--- config.mk ---
export PLATFORM = sky130hd
export DESIGN_NAME = fetch_prefetch_unit
export DESIGN_NICKNAME = d
export VERILOG_FILES = /design/src/rtl/fetch_pkg.sv /design/src/rtl/fetch_slot_queue.sv /design/src/rtl/fetch_prefetch_unit.sv
export SDC_FILE = /design/constraint.sdc
export NUM_CORES = 1
export LEC_CHECK = 0
export ABC_AREA = 0
export BUFFER_PORTS_ARGS = -buffer_cell sky130_fd_sc_hd__buf_2
export CORE_MARGIN = 2
export CORE_UTILIZATION = 40
export CTS_CLUSTER_DIAMETER = 30
export CTS_CLUSTER_SIZE = 12
export DETAILED_ROUTE_END_ITERATION = 12
export PLACE_DENSITY = 0.65
export SETUP_SLACK_MARGIN = 0.2
export SLEW_MARGIN = 20
export SYNTH_ARGS = -nofsm -noshare
export SYNTH_HDL_FRONTEND = slang
export SYNTH_SLANG_ARGS = --single-unit
--- constraint.sdc ---
create_clock -name clk -period 8.6 [get_ports clk]
set_clock_uncertainty 0.1 [all_clocks]
set_input_delay 0.86 -clock clk [delete_from_list [all_inputs] [get_ports clk]]
set_output_delay 0.86 -clock clk [all_outputs]
set_load 0.01 [all_outputs]
--- src/rtl/fetch_pkg.sv ---
// Shared definitions for the instruction-fetch front end.
//   XLEN             : address / instruction width (fixed at 32 for RV32I)
//   RESET_PC_DEFAULT : default first fetch address after reset
//   INSTR_BYTES      : PC increment per sequential instruction
//   fetch_bundle_t   : {pc, instr, pc_plus_four} delivered to decode
//   ptr_width()      : index width for a slot queue of a given depth
package fetch_pkg;

    localparam int              XLEN             = 32;
    localparam logic [XLEN-1:0] RESET_PC_DEFAULT = 32'h0040_0000;
    localparam int              INSTR_BYTES      = 4;

    typedef struct packed {
        logic [XLEN-1:0] pc;
        logic [XLEN-1:0] instr;
        logic [XLEN-1:0] pc_plus_four;
    } fetch_bundle_t;

    function automatic int ptr_width(input int depth);
        return (depth > 1) ? $clog2(depth) : 1;
    endfunction

endpackage

--- src/rtl/fetch_slot_queue.sv ---
// Reserve/fill/pop slot storage for outstanding fetches.
//   clk, rst_n   : clock, asynchronous active-low reset
//   flush        : drop every slot and rewind all pointers
//   alloc_en/pc  : reserve the next slot for an accepted request at pc
//   fill_en/instr: write a memory response into the oldest unfilled slot
//   pop_en       : retire the head slot (only when head_filled)
//   head_filled  : head slot holds a returned instruction
//   head         : head slot contents
//   occupancy    : reserved-but-not-popped slots (0..DEPTH)
//   outstanding  : reserved-but-not-filled slots (requests awaiting data)
module fetch_slot_queue
    import fetch_pkg::*;
#(
    parameter int DEPTH = 4,
    localparam int PW = ptr_width(DEPTH)
) (
    input  logic            clk,
    input  logic            rst_n,
    input  logic            flush,
    input  logic            alloc_en,
    input  logic [XLEN-1:0] alloc_pc,
    input  logic            fill_en,
    input  logic [XLEN-1:0] fill_instr,
    input  logic            pop_en,
    output logic            head_filled,
    output fetch_bundle_t   head,
    output logic [PW:0]     occupancy,
    output logic [PW:0]     outstanding
);

    // Pointers carry one extra wrap bit so that full (DEPTH) and empty (0)
    // differences stay distinguishable; the low PW bits index the slots.
    logic [PW:0]      alloc_ptr, fill_ptr, rd_ptr;
    fetch_bundle_t    slots [DEPTH];
    logic [DEPTH-1:0] slot_filled;
    logic [DEPTH-1:0] fill_mask, pop_mask;

    logic [PW-1:0] alloc_idx, fill_idx, rd_idx;
    assign alloc_idx = alloc_ptr[PW-1:0];
    assign fill_idx  = fill_ptr[PW-1:0];
    assign rd_idx    = rd_ptr[PW-1:0];

    always_comb begin
        fill_mask = '0;
        pop_mask  = '0;
        if (fill_en) fill_mask[fill_idx] = 1'b1;
        if (pop_en)  pop_mask[rd_idx]    = 1'b1;
    end

    always_ff @(posedge clk or negedge rst_n) begin
        if (!rst_n) begin
            alloc_ptr   <= '0;
            fill_ptr    <= '0;
            rd_ptr      <= '0;
            slot_filled <= '0;
            for (int i = 0; i < DEPTH; i++) begin
                slots[i] <= '0;
            end
        end else if (flush) begin
            alloc_ptr   <= '0;
            fill_ptr    <= '0;
            rd_ptr      <= '0;
            slot_filled <= '0;
        end else begin
            if (alloc_en) begin
                // pc + 4 is captured with the slot so an idle head reads back 0
                slots[alloc_idx].pc           <= alloc_pc;
                slots[alloc_idx].pc_plus_four <= alloc_pc + XLEN'(INSTR_BYTES);
                alloc_ptr                     <= alloc_ptr + 1'b1;
            end
            if (fill_en) begin
                slots[fill_idx].instr <= fill_instr;
                fill_ptr              <= fill_ptr + 1'b1;
            end
            if (pop_en) begin
                rd_ptr <= rd_ptr + 1'b1;
            end
            slot_filled <= (slot_filled & ~pop_mask) | fill_mask;
        end
    end

    assign head_filled = slot_filled[rd_idx];
    assign head        = slots[rd_idx];
    assign occupancy   = alloc_ptr - rd_ptr;
    assign outstanding = alloc_ptr - fill_ptr;

endmodule

--- src/rtl/fetch_prefetch_unit.sv ---
// RV32I instruction-fetch front end with a prefetch slot queue.
//   clk, rst_n          : clock, asynchronous active-low reset
//   redirect_valid/pc   : branch/jump/flush; target bits [1:0] are ignored
//   imem_req_*          : fetch request (valid/ready), word-aligned address
//   imem_rsp_*          : in-order instruction response, never back-pressured
//   out_*               : {pc, instr, pc+4} bundle toward IF/ID (valid/ready)
//
// Handshake rule for both valid/ready ports: a transfer happens in a cycle
// where valid and ready are both high; once raised, valid and its payload
// stay put until that transfer happens (a redirect is the only thing that
// withdraws them).
module fetch_prefetch_unit
    import fetch_pkg::*;
#(
    parameter logic [XLEN-1:0] RESET_PC   = RESET_PC_DEFAULT,
    parameter int              FIFO_DEPTH = 4
) (
    input  logic            clk,
    input  logic            rst_n,
    input  logic            redirect_valid,
    input  logic [XLEN-1:0] redirect_pc,
    output logic            imem_req_valid,
    input  logic            imem_req_ready,
    output logic [XLEN-1:0] imem_req_addr,
    input  logic            imem_rsp_valid,
    input  logic [XLEN-1:0] imem_rsp_instr,
    output logic            out_valid,
    input  logic            out_ready,
    output logic [XLEN-1:0] out_pc,
    output logic [XLEN-1:0] out_instr,
    output logic [XLEN-1:0] out_pc_plus_four
);

    localparam int              PW       = ptr_width(FIFO_DEPTH);
    localparam logic [PW:0]     DEPTH_W  = (PW+1)'(FIFO_DEPTH);
    localparam logic [PW+2:0]   DROP_MAX = (PW+3)'(2 * FIFO_DEPTH);
    localparam logic [XLEN-1:0] ALIGN_MASK = ~(XLEN'(INSTR_BYTES - 1));

    logic [XLEN-1:0] fetch_pc;
    logic            req_en;        // holds requests off for the reset cycle
    logic [PW+1:0]   drop_cnt;      // stale responses still owed by memory
    logic [PW+1:0]   drop_next;
    logic            req_fire, out_fire, fill_en;
    logic            head_filled;
    fetch_bundle_t   head;
    logic [PW:0]     occupancy, outstanding;

    assign imem_req_valid = req_en && !redirect_valid && (occupancy < DEPTH_W);
    assign imem_req_addr  = fetch_pc;
    assign req_fire       = imem_req_valid && imem_req_ready;

    assign out_valid        = head_filled && !redirect_valid;
    assign out_fire         = out_valid && out_ready;
    assign out_pc           = head.pc;
    assign out_instr        = head.instr;
    assign out_pc_plus_four = head.pc_plus_four;

    // A response only lands in the queue once every stale one has drained.
    assign fill_en = imem_rsp_valid && (drop_cnt == '0) && !redirect_valid;

    always_comb begin
        drop_next = drop_cnt;
        if (redirect_valid) begin
            // Everything still in flight becomes stale; a response arriving
            // now is either the oldest of those or an already-stale one, so
            // either way it reduces the total by one.
            drop_next = drop_cnt + (PW+2)'(outstanding) - (PW+2)'(imem_rsp_valid);
        end else if (imem_rsp_valid && (drop_cnt != '0)) begin
            drop_next = drop_cnt - 1'b1;
        end
    end

    always_ff @(posedge clk or negedge rst_n) begin
        if (!rst_n) begin
            fetch_pc <= RESET_PC;
            req_en   <= 1'b0;
            drop_cnt <= '0;
        end else begin
            req_en   <= 1'b1;
            drop_cnt <= drop_next;
            if (redirect_valid) begin
                fetch_pc <= redirect_pc & ALIGN_MASK;
            end else if (req_fire) begin
                fetch_pc <= fetch_pc + XLEN'(INSTR_BYTES);
            end
        end
    end

    fetch_slot_queue #(
        .DEPTH (FIFO_DEPTH)
    ) u_slot_queue (
        .clk         (clk),
        .rst_n       (rst_n),
        .flush       (redirect_valid),
        .alloc_en    (req_fire),
        .alloc_pc    (fetch_pc),
        .fill_en     (fill_en),
        .fill_instr  (imem_rsp_instr),
        .pop_en      (out_fire),
        .head_filled (head_filled),
        .head        (head),
        .occupancy   (occupancy),
        .outstanding (outstanding)
    );

    logic [PW+2:0] drop_plus_occ;
    assign drop_plus_occ = (PW+3)'(drop_cnt) + (PW+3)'(occupancy);

    a_drop_bound: assert property (@(posedge clk) disable iff (!rst_n)
        drop_plus_occ <= DROP_MAX);

    a_no_orphan_rsp: assert property (@(posedge clk) disable iff (!rst_n)
        !(imem_rsp_valid && (drop_cnt == '0) && (outstanding == '0)));

endmodule

Word level (Yosys, flattened, before mapping)
Index checks and enable logic that the tools add are counted.

storage, ports and cells
  register bits after elaboration = 434
  input port bits = 70
  output and inout bits = 130
  word-level logic and storage cells = 97

operators by class
  add/sub/neg operators = 9
  magnitude comparators = 10
  mux-type cells = 34
  bitwise gates (word level) = 6
  reduce and logical (&&, ||, !) cells = 19

operators with widths
  operator               number
  $bwmux 384             3
  $mux 384               3
  $demux 96 s2           3
  $mux 96                3
  $bmux 96 s2            1
  $mux 32                3
  $mux 64                1
  $add 32x3->32 const B  1
  $mux 4                 5
  $mux 3                 6
  $logic_and 1x1->1      12
  $add 3x1->3 const B    3
  $ge 3x3->1 const B     3
  $not 2->3              3
  $reduce_bool 2->1      4
  $lt 2x3->1 const B     2
  $lt 3x1->1 const B     2
  $sub 3x3->3            2
  $add 4x3->4            1
  $and 4x4->4            1
  $demux 1 s2            2
  $ge 2x1->1 const B     2
  $logic_not 4->1        1
  $not 4->4              1
  other kinds (8)        10

Longest topological paths before layout
Gate-level depths: netlist of run 1.

  word-level depth = 11
  mapped depth = 13
  mapped depth without buffers = 13

Cells and area by module
From an unflattened synthesis of run 1, not the netlist that was laid out.

second synthesis, totals
  cells, all modules = 1,502
  area, all modules = 19,705.1 µm²

modules (own cells, without submodules)
  module               times used  cells each  area an instance (µm²)  seq. area each (µm²)
  fetch_slot_queue     1           1,231       17,377.9                9,734.3
  fetch_prefetch_unit  1           271         2,327.2                 877.1

Least setup slack after synthesis of run 1
Ideal clock, no wire load.

  path kind = register -> output
  start point = register u_slot_queue.rd_ptr[1]
  end point = output imem_req_valid
  arrival time = 2.229 ns
  data required time = 7.640 ns
  path slack = 5.411 ns
  cell stages (with the launch flop) = 9
  path buffers = 3
  cell sequence = dfrtp_1 clkbuf_1 clkbuf_1 inv_1 ha_1 a21o_1 buf_4 xnor2_1 and3_1

on the way
  longest elaborated chain between the ends = 3

ends and longest elaborated chain
  element                 RTL line                   source
  start, declared         fetch_slot_queue.sv:33     logic [PW:0] alloc_ptr, fill_ptr, rd_ptr;
  start signal, assigned  fetch_slot_queue.sv:76     rd_ptr <= rd_ptr + 1'b1;
  $sub 3x3->3             fetch_slot_queue.sv:84     assign occupancy = alloc_ptr - rd_ptr;
  $lt 3x3->1              fetch_prefetch_unit.sv:48  assign imem_req_valid = req_en && !redirect_valid && (occupancy < DEPTH_W);
  $logic_and 1x1->1       fetch_prefetch_unit.sv:48
  end, declared           fetch_prefetch_unit.sv:22  output logic imem_req_valid,

No other way between the ends.

Worst setup path in the final report of run 1
Ends and elaborated chain as after synthesis.

==> results of run 1 <==
## metrics by stage
step / total power, mW / utilization (%)
after floorplan: 3.33 / -
after global placement: 3.76 / 43.3
after detailed placement: 3.82 / 43.3
after CTS: 7.40 / 50.1
after global routing: 7.65 / 50.1
final: 7.31 / 50.1
## cells in the final DEF (no fill, tap or decap), types with 5 or more instances in the layout
cell type,instances
a21oi_1,9
nor3_1,5
nand4_1,12
nand2_1,125
mux4_2,93
dfrtp_1,413
clkinvlp_4,7
clkbuf_8,15
o21ai_0,89
buf_2,190
o311ai_0,6
bufinv_16,8
nand3_1,26
clkinv_2,17
clkbuf_1,15
a21o_1,6
inv_6,6
or3_1,9
xor2_1,12
nor2_1,29
mux2_1,9
conb_1,7
buf_4,21
clkbuf_16,96
inv_1,29
mux2_2,281
and3_1,5
o211ai_1,14
a221o_1,5
xnor2_1,27
ha_1,23
## flip-flops by register name, summed over array words and instances (netlist names)
| signal | cells |
|---|---|
| u_slot_queue.fill_ptr | 3 |
| u_slot_queue.slots | 368 |
| drop_cnt | 4 |
| u_slot_queue.rd_ptr | 3 |
| req_en | 1 |
| u_slot_queue.alloc_ptr | 3 |
| u_slot_queue.slot_filled | 4 |
| imem_req_addr | 30 |
## cell type report
type / count / area (um^2)
timing repair buffer: 213 / 1140
inverter: 29 / 109
tap: 615 / 769
sequential: 416 / 10400
clock buffer: 126 / 2670
fill: 4103 / 23800
multi-input combinational: 844 / 8210
clock inverter: 46 / 548
## final timing paths
kind,startpoint,endpoint,slack (ns),cells after the start
min reg2reg,u_slot_queue.slots[93],u_slot_queue.slots[93],0.37,2
max in group asynchronous,rst_n,u_slot_queue.slots[66],6.17,3
max,u_slot_queue.rd_ptr[1],imem_req_valid,4.48,6
min in group clk,u_slot_queue.slots[93],u_slot_queue.slots[93],0.37,2
max reg2reg,u_slot_queue.rd_ptr[1],u_slot_queue.slots[28],4.53,7
min,rst_n,u_slot_queue.slots[233],0.16,1
## logic make-up after synthesis
| group | after synthesis |
|---|---|
| buffers and inverters | 142 |
| DFF | 416 |
| adders and majority gates | 25 |
| AOI/OAI and AO/OA | 150 |
| other | 2 |
| muxes | 389 |
| and+or+nand+nor | 232 |
| xor gates and xnor gates | 41 |
## where the power goes
group / internal [mW] / switching [mW]
Combinational: 0.642 / 0.576
Sequential: 2.33 / 0.231
Clock: 2.41 / 1.13
Total: 5.38 / 1.93
## worst max-delay path, cell delays in order, from the launching register on
cell	delay, ns
dfrtp_4	0.80
inv_1	0.24
ha_1	0.40
a21o_1	0.57
xnor2_1	0.18
and3_1	0.18
buf_2	0.18
## routing by layer
metal | GRT usage [%] | vias to the layer above | part of all wire (%)
met4 | 8.09 | 2 | 2.8
met2 | 32.3 | 328 | 49
met1 | 24.9 | 6470 | 43
met3 | 4.28 | 94 | 5.3
met5 | 0 | - | 0.023
li1 | - | 5504 | -
==> results.json, run 1 <==
{
  "synth_compound_area_share_pct": 4.83,
  "cp-start-kind": "flip-flop",
  "ys_warn_count": 0,
  "ys.flop_type": "dfrtp_1",
  "synth_top_area_cell": "dfrtp_1",
  "rows": 80,
  "tns_ns": 0,
  "grt_pass1_wl_mm": 75.4,
  "htreeDepth": 3,
  "grt_pass1_vias": 13400,
  "ant_nets": 0,
  "grt_start_max_net_pins": 172,
  "nets": 1694,
  "track_usage_pct": 19.5,
  "clock.fmax_mhz": 243,
  "max_slew_margin_pct": 25.6,
  "postLayoutCellArea_um2": 23900,
  "cp_data_required_time_ns": 7.64,
  "place_area_um2": 20600,
  "seq_area_frac_synth_pct": 54.1,
  "die-area_um2": 49900,
  "cts_inserted_buffers": 95,
  "start_util_pct": 40.4,
  "cts_resized": 0,
  "die_y_um": 223,
  "yosys.area_share.simple_pct": 5.60,
  "post_drt_via_cell_ratio": 5.42,
  "drt_iter0_markers": 753,
  "cts_setup_buffers": 0,
  "irDropWorstVdd_uv": 208,
  "portBuffers": 191,
  "drt_pass1_iterations": 5,
  "synth_most_common_cell": "dfrtp_1",
  "cts_tree": "done",
  "wl_per_cell_um": 20.8,
  "worstPathArrival_ns": 3.16,
  "core_um2": 47600,
  "synthXorXnorAreaFrac_pct": 1.94,
  "drive_above_1_share_pct": 45.4,
  "io_pins": 200,
  "status": "finished, final reports clean",
  "drv_slew": 0,
  "dp_cells": 2117,
  "syn-cell-area_um2": 19200,
  "yosys-top-cells-area": "dfrtp_1 54%, mux2_2 16%, mux4_2 11%",
  "synth.area.mux_share_pct": 28.4,
  "gp_congestion": 0.754,
  "p_leak_nw": 11.2,
  "rsz0062_at_grt": "no",
  "power.density_nw_per_um2": 306,
  "min_period_over_period_pct": 47.9,
  "vias": 12398,
  "synth_top_family_by_area": "multiplexers",
  "cts.sinks": 416,
  "diodes": 0,
  "syn_inst": 1397,
  "worstSetupEndpointType": "primary output",
  "yosys.area_share.adder_pct": 1.70,
  "clock_latency_ns": 0.62,
  "synth.distinct_cells": 54,
  "yosys-top-cells-count": "415 x dfrtp_1, 281 x mux2_2, 125 x nand2_1",
  "critPathKind": "reg -> out",
  "antenna_found_initial": 1,
  "fin_cells": 2289,
  "dp_hpwl_mm": 29.2,
  "worst_pin_slew_ns": 1.12,
  "die_w_um": 223,
  "drc": 0,
  "cts_hold_buf": 0,
  "hold_path_class": "in -> async",
  "setup_ws_ns": 4.48,
  "syn_avg_cell_area_um2": 13.8,
  "area_growth_pct": 24.0,
  "clk_pin_slew_ns": 0.05,
  "cts_root_buffer": "clkbuf_16",
  "maxCapViolations": 0,
  "fin_crit_ns": 4.12,
  "synthArstFlopShare_pct": 100,
  "clockBufferDepth": 3,
  "ys_seq_elements": 416,
  "synth_top_cell_area_share_pct": 54.0,
  "finalSetupViolations": 0,
  "crit_fanout": 36,
  "drt-total-wl_mm": 47.7,
  "hold_violations": 0,
  "worst_hold_slack_ns": 0.163,
  "post-place-ws_ns": 4.47,
  "synth_edf_count": 0,
  "grt-ovfl-total": 0
}
Power figures use the tool's default switching activity.
==> run 2: changes to the inputs <==
--- a/config.mk
+++ b/config.mk
@@ -12,7 +12,7 @@
 export CTS_CLUSTER_DIAMETER = 30
 export CTS_CLUSTER_SIZE = 12
 export DETAILED_ROUTE_END_ITERATION = 12
-export PLACE_DENSITY = 0.65
+export PLACE_DENSITY = 0.67
 export SETUP_SLACK_MARGIN = 0.2
 export SLEW_MARGIN = 20
 export SYNTH_ARGS = -nofsm -noshare
==> constraint.sdc (replaced) <==
create_clock -name clk -period 3.7 [get_ports clk]
set_clock_uncertainty 0.1 [all_clocks]
set_input_delay 0.37 -clock clk [delete_from_list [all_inputs] [get_ports clk]]
set_output_delay 0.37 -clock clk [all_outputs]
set_load 0.01 [all_outputs]
==> results.json, run 2 (synthesis gave the netlist of run 1 again) <==
{
  "die_y_um": 223,
  "gp_congestion": 0.754,
  "post_drt_via_cell_ratio": 5.35,
  "drt_pass1_iterations": 5,
  "worst_pin_slew_ns": 0.868,
  "clock.fmax_mhz": 301,
  "antenna_found_initial": 0,
  "cts_setup_buffers": 0,
  "worstSetupEndpointType": "primary output",
  "route.met3.wl_mm": 2.51,
  "setup_ws_ns": 0.373,
  "worstReg2RegStart": "u_slot_queue.alloc_ptr[0]",
  "wl_per_cell_um": 20.5,
  "largest-register": "u_slot_queue.slots",
  "drt_iter0_markers": 741,
  "most-common-layout-cells": "413 x dfrtp_1, 281 x mux2_2, 190 x buf_2, 125 x nand2_1, 103 x clkbuf_16",
  "maxCapViolations": 0,
  "irDropWorstVdd_uv": 611,
  "grt_pass1_vias": 13581,
  "cts.sinks": 416,
  "tns_ns": 0,
  "drt-total-wl_mm": 48.8,
  "critPathKind": "reg -> out",
  "clockBufferDepth": 3,
  "p_leak_nw": 11.9,
  "area_growth_pct": 32.2,
  "finalSetupViolations": 0,
  "cts_root_buffer": "clkbuf_16",
  "drive_above_1_share_pct": 44.9,
  "min_period_over_period_pct": 89.9,
  "portBuffers": 191,
  "grt-ovfl-total": 0,
  "track_usage_pct": 20.0,
  "wl_met2_mm": 24.1,
  "status": "finished, final reports clean",
  "grt_start_max_net_pins": 98,
  "start_util_pct": 40.4,
  "worstSetupStartpoint": "u_slot_queue.rd_ptr[1]",
  "min-delay-start": "imem_rsp_valid",
  "cts_tree": "done",
  "dp_hpwl_mm": 29.4,
  "io_pins": 200,
  "clock_latency_ns": 0.63,
  "post-place-ws_ns": 0.724,
  "crit_fanout": 62,
  "layout_commonest_cell": "dfrtp_1",
  "drc": 0,
  "hold_violations": 0,
  "highest_layer": "met4",
  "power.density_nw_per_um2": 747,
  "max_slew_margin_pct": 42.1,
  "rsz0062_at_grt": "no",
  "die_w_um": 223,
  "largest_reg_flops": 368,
  "fin_total_pwr_mw": 19.0,
  "cts_inserted_buffers": 100,
  "die-area_um2": 49900,
  "cp_data_required_time_ns": 3.23,
  "fin_crit_ns": 3.33,
  "hold_path_class": "in -> reg",
  "drv_slew": 0,
  "worstPathArrival_ns": 2.86,
  "rows": 80,
  "cp-start-kind": "flip-flop",
  "diodes": 0,
  "ant_nets": 0,
  "nets": 1773,
  "wl_met1_mm": 21.2,
  "clk_pin_slew_ns": 0.04,
  "grt_pass1_wl_mm": 77.6,
  "htreeDepth": 3,
  "core_um2": 47600,
  "vias": 12710
}
==> run 2: stage by stage <==
step	std cells	hold WS (ns)	area, um^2	util (%)
after CTS	2375	0.0955	25400	53.4
after global routing	2375	0.132	25400	53.4
final	2375	0.137	25400	53.4
after detailed placement	2128	0.345	20800	43.7
after floorplan	1402	-0.0256	19300	-
after global placement	2128	0.337	20800	43.7
==> run 2: timing repair <==
| item | 4_1_cts | 5_1_grt |
|---|---|---|
| hold buffers | 63 | 0 |
| gates resized for setup | 1 | 0 |
| hold endpoints to repair | 238 | 0 |
| endpoints found under the setup margin | 60 | 0 |
==> run 2: power by group <==
| part | switching, mW | leakage (nW) | internal [mW] |
|---|---|---|---|
| combinational | 1.38 | 4.47 | 1.56 |
| sequential | 0.520 | 5.51 | 5.41 |
| clock | 2.76 | 1.90 | 7.36 |
| total | 4.66 | 11.9 | 14.3 |
==> run 2: per-layer routing <==
layer	up-vias	track usage (%)
met3	87	4.82
met5	-	0
li1	5660	-
met1	6635	25.7
met4	0	6.47
met2	328	33.4
==> run 2: cell type report <==
type                            count  area (um^2)
Inverter                           29          109
Clock buffer                      129         2860
Clock inverter                     55         1090
Multi-Input combinational cell    844         8210
Sequential cell                   416        10400
Fill cell                        3898        22200
Tap cell                          615          769
Timing Repair Buffer              287         1970
==> run 2: path summary, 6_finish.rpt <==
check	end	slack [ns]	cells past startpoint
worst min register to register	u_slot_queue.slots[111]	0.37	2
min in group asynchronous	u_slot_queue.slots[228]	0.27	2
worst max register to register	drop_cnt[3]	0.75	13
worst min-delay path	u_slot_queue.fill_ptr[0]	0.14	4
worst max-delay path	out_pc_plus_four[4]	0.37	4
max in group asynchronous	imem_req_addr[22]	2.26	3
==> run 2: worst max-delay path: stages (launching register included) <==
cell,delay [ns]
dfrtp_4,0.39
buf_4,0.47
buf_6,0.69
mux4_2,0.47
buf_2,0.17
